### config.mk
export PLATFORM = sky130hd
export DESIGN_NAME = wptr_full
export DESIGN_NICKNAME = d
export VERILOG_FILES = /design/src/rtl/wptr_full.sv
export SDC_FILE = /design/constraint.sdc
export NUM_CORES = 1
export LEC_CHECK = 0
export CORE_MARGIN = 1
export CORE_UTILIZATION = 46
export DETAILED_ROUTE_END_ITERATION = 16
export GPL_ROUTABILITY_DRIVEN = 0
export PLACE_DENSITY_LB_ADDON = 0.2
export SYNTH_ARGS = -nofsm -noshare
export SYNTH_HDL_FRONTEND = slang
export SYNTH_SLANG_ARGS = --single-unit
### constraint.sdc
create_clock -name wclk -period 3.08 [get_ports wclk]
set_clock_uncertainty 0.2 [all_clocks]
set_input_delay 0.77 -clock wclk [delete_from_list [all_inputs] [get_ports wclk]]
set_output_delay 0.77 -clock wclk [all_outputs]
set_load 0.005 [all_outputs]
### src/rtl/wptr_full.sv
// Write-side pointer/full controller for an async FIFO: binary+Gray write pointer, full, almost-full, fill, sticky overflow.
// Latency: all flags registered, updated on the same edge as the accepted write; blocked writes (wfull) hold the pointer and set wovf.
module wptr_full #(
  parameter int ADDRSIZE    = 4,
  parameter int AFULL_LEVEL = 12
) (
  input  logic                wclk,
  input  logic                wrst_n,
  input  logic                winc,
  input  logic [ADDRSIZE:0]   wq2_rptr,
  input  logic                wovf_clr,
  output logic [ADDRSIZE-1:0] waddr,
  output logic                wclken,
  output logic [ADDRSIZE:0]   wptr,
  output logic                wfull,
  output logic                walmost_full,
  output logic [ADDRSIZE:0]   wfill,
  output logic                wovf
);

  localparam logic [ADDRSIZE:0] AFULL_THR = (ADDRSIZE+1)'(AFULL_LEVEL);

  logic [ADDRSIZE:0] wbin;
  logic [ADDRSIZE:0] wbinnext;
  logic [ADDRSIZE:0] wgraynext;
  logic [ADDRSIZE:0] rbin_s;
  logic [ADDRSIZE:0] fill_next;
  logic              wfull_next;

  function automatic logic [ADDRSIZE:0] gray2bin(input logic [ADDRSIZE:0] g);
    logic [ADDRSIZE:0] b;
    b = g;
    for (int i = ADDRSIZE - 1; i >= 0; i--) begin
      b[i] = b[i+1] ^ g[i];
    end
    return b;
  endfunction

  assign wclken    = winc & ~wfull;
  assign waddr     = wbin[ADDRSIZE-1:0];
  assign wbinnext  = wbin + {{ADDRSIZE{1'b0}}, wclken};
  assign wgraynext = (wbinnext >> 1) ^ wbinnext;
  assign rbin_s    = gray2bin(wq2_rptr);
  assign fill_next = wbinnext - rbin_s;

  // Full when the next write pointer is one full lap ahead of the synchronized read pointer.
  assign wfull_next = (wgraynext == {~wq2_rptr[ADDRSIZE:ADDRSIZE-1], wq2_rptr[ADDRSIZE-2:0]});

  always_ff @(posedge wclk or negedge wrst_n) begin
    if (!wrst_n) begin
      wbin         <= '0;
      wptr         <= '0;
      wfull        <= 1'b0;
      walmost_full <= 1'b0;
      wfill        <= '0;
      wovf         <= 1'b0;
    end else begin
      wbin         <= wbinnext;
      wptr         <= wgraynext;
      wfull        <= wfull_next;
      wfill        <= fill_next;
      walmost_full <= (fill_next >= AFULL_THR);
      // A blocked request takes priority over a same-cycle clear.
      if (winc && wfull) begin
        wovf <= 1'b1;
      end else if (wovf_clr) begin
        wovf <= 1'b0;
      end
    end
  end

endmodule

==> impl_metrics.py <==
metrics = {
    "outcome": {
        "status": "finished, violations left",
        "violations": "negative setup slack",
    },
    "global_route": {
        "antenna_found_initial": 0,
        "gr-total-overflow": 0,
        "grt_max_degree": 18,
        "grt_first_pass_wirelength_mm": 3.28,
        "first_global_vias": 796,
        "gr-usage-all-layers_pct": 22.8,
    },
    "power_and_ir_drop": {
        "peakVddDrop_uv": 830,
        "power_w": 0.00177,
        "powerDensity_nw_per_um2": 1190,
        "p_leak_nw": 0.668,
    },
    "worst_setup_path": {
        "cp_max_fo": 3,
        "crit_arrival_ns": 3.08,
        "crit_type": "in2reg",
        "crit_chain": "buf_2 > xnor2_4 > xor2_2 > xor2_2 > xnor2_1 > ha_2 > fa_2 > nor2b_2 > o21ai_1 > and3_1 > or4b_1",
        "worstPathRequired_ns": 3.05,
        "crit_slowest_cell": "or4b_1",
        "endpoint_kind": "flip-flop",
        "crit_path_frequent_cell": "xor2_2",
        "worst_setup_path_start_kind": "primary input",
        "slowest_delay_ns": 0.45,
    },
    "sta": {
        "period_needed_ns": 3.11,
        "setup_viol": 1,
        "min_period_over_period_pct": 101,
        "setup_slack_ns": -0.0258,
        "fmax_mhz": 322,
        "tightest_slew_ns": 0.782,
        "maxSlewHeadroom_pct": 47.7,
        "finalHoldViolCount": 0,
        "slew_violations": 0,
        "rsz0062_at_grt": "yes",
    },
    "place": {
        "hpwlAfterDp_mm": 1.57,
        "port_buffers": 26,
        "dpl_worst_slack_ns": -0.856,
    },
    "cells_and_area": {
        "drive_above_1_share_pct": 34.1,
        "area_delta_synth_final_pct": 57.3,
        "mostFrequentLayoutCell": "buf_4",
        "antenna-diode-count": 0,
        "mostFrequentLayoutCells": "23 x buf_4, 21 x clkdlybuf4s50_1, 17 x dfrtp_1",
        "nets": 149,
    },
    "synthesis": {
        "syn_nets": 96,
        "yosys_warnings": 0,
        "ys.flop_type": "dfrtp_1",
        "synth_area_um2": 946,
        "syn_inst": 80,
        "ys_ff_latch": 17,
        "syn_avg_cell_area_um2": 11.8,
        "async_reset_ff_share_pct": 100,
        "synth_edf_count": 0,
        "yosysUniqueCellTypes": 29,
        "seq_area_frac_synth_pct": 45.0,
    },
    "route": {
        "routed_wirelength_mm": 2.16,
        "first_iter_violations": 7,
        "vias": 790,
        "drt-pass1-iter-count": 4,
        "ant_nets": 0,
        "viasPerCell": 4.97,
        "drc": 0,
        "routedWlPerCell_um": 13.6,
    },
    "die": {
        "fp.dieW_um": 47.3,
        "ioPinCount": 27,
        "core_area_um2": 1940,
        "die_area_um2": 2240,
        "die_h_um": 47.3,
        "num_rows": 16,
        "initial_utilization_pct": 48.7,
    },
    "cts": {
        "cts.path.max_buffers": 2,
        "cts_sinks": 17,
        "cts-root-buf": "clkbuf_4",
        "path_clk_slew_ns": 0.10,
        "cts-buffers-inserted": 3,
        "worst_skew_pair.late_latency_ns": 0.30,
        "htreeDepth": 1,
        "cts_tree": "built",
        "ctsHoldBuffers": 0,
    },
    "min_path": {
        "hp-class": "reg2reg",
    },
    "job": {
        "maxCapViolCount": 0,
    },
}
==> worst max-delay path, delay by kind of cell <==
kind	cells	cell delay, ns
buffers and inverters	1	0.13
adder cells (fa/ha/maj)	2	0.57
AND/OR/NAND/NOR	3	0.78
XOR/XNOR	4	0.72
AO/OA/AOI/OAI	1	0.09
==> path summary, 6_finish.rpt <==
path / start / cells after the start / endpoint / slack, ns
max: wq2_rptr[4] / 11 / walmost_full / -0.03
max in group asynchronous: wrst_n / 1 / wovf / 1.47
min: wovf / 2 / wovf / 0.34
min reg2reg: wovf / 2 / wovf / 0.34
min in group asynchronous: wrst_n / 1 / wbin[3] / 0.72
max reg2reg: wfull / 9 / walmost_full / 0.41
==> kinds of logic after synthesis <==
logic type / after synthesis / share of synthesized area, %
adder cells (fa/ha/maj): 7 / 10.1
multiplexers: 1 / 1.06
XOR/XNOR: 21 / 21.8
AND/OR/NAND/NOR: 14 / 9.66
flip-flops: 17 / 45.0
AO/OA/AOI/OAI: 10 / 8.33
buffers and inverters: 10 / 4.10
==> routing by layer <==
metal	vias to the layer above	GRT usage (%)	part of all wire (%)
met3	9	3.46	3.7
met1	384	21.0	36
li1	371	-	-
met5	-	0	0
met4	0	15.4	4.1
met2	26	44.7	56
==> state kept, by name, indices dropped and copies added (netlist names) <==
name and cells:
wbin 5, wfill 5, wptr 4, walmost_full 1, wfull 1, wovf 1
==> area by class of cell <==
class,instances,area (µm²)
clock buffers,3,22.5
clock inverters,1,5.00
fillers,134,454
inverters,9,33.8
multi-input cells,53,548
flip-flops and latches,17,425
well taps,27,33.8
repair buffers,49,419
==> Yosys cell counts, types with 2 or more instances <==
| library cell | count | area (µm²) |
|---|---|---|
| dfrtp_1 | 17 | 425 |
| xnor2_1 | 12 | 105 |
| inv_1 | 9 | 33.8 |
| ha_1 | 6 | 75.1 |
| xor2_1 | 6 | 52.6 |
| nand3_1 | 3 | 15.0 |
| a21oi_1 | 2 | 10.0 |
| nor2b_1 | 2 | 12.5 |
| o21ai_0 | 2 | 10.0 |
| xnor2_2 | 2 | 32.5 |
==> metrics by stage <==
step                      setup TNS [ns]  hold WS (ns)  cell area (µm²)  cells  util (%)
final                            -0.0258         0.336             1490    159      76.6
after global routing              -0.122         0.379             1490    159      76.6
after CTS                       -0.00948         0.348             1490    159      76.5
after detailed placement           -2.33         0.311             1410    151      72.6
after global placement             -1.79         0.299             1410    151      72.6
after floorplan                  -0.0999         0.274              977     80         -
==> repair_timing <==
action,CTS,global route
endpoints found under the setup margin,2,2
gates resized for setup,16,1
endpoints found under the hold margin,0,0
pin swaps,11,3
setup buffers,4,0
==> report_power, final <==
part | internal [W] | switching, W | leakage [nW]
logic | 0.000717 | 0.000502 | 0.447
clock network | 0.0000484 | 0.0000730 | 0.0177
registers | 0.000346 | 0.0000882 | 0.203
No activity file was read; power rests on OpenSTA's default activity.
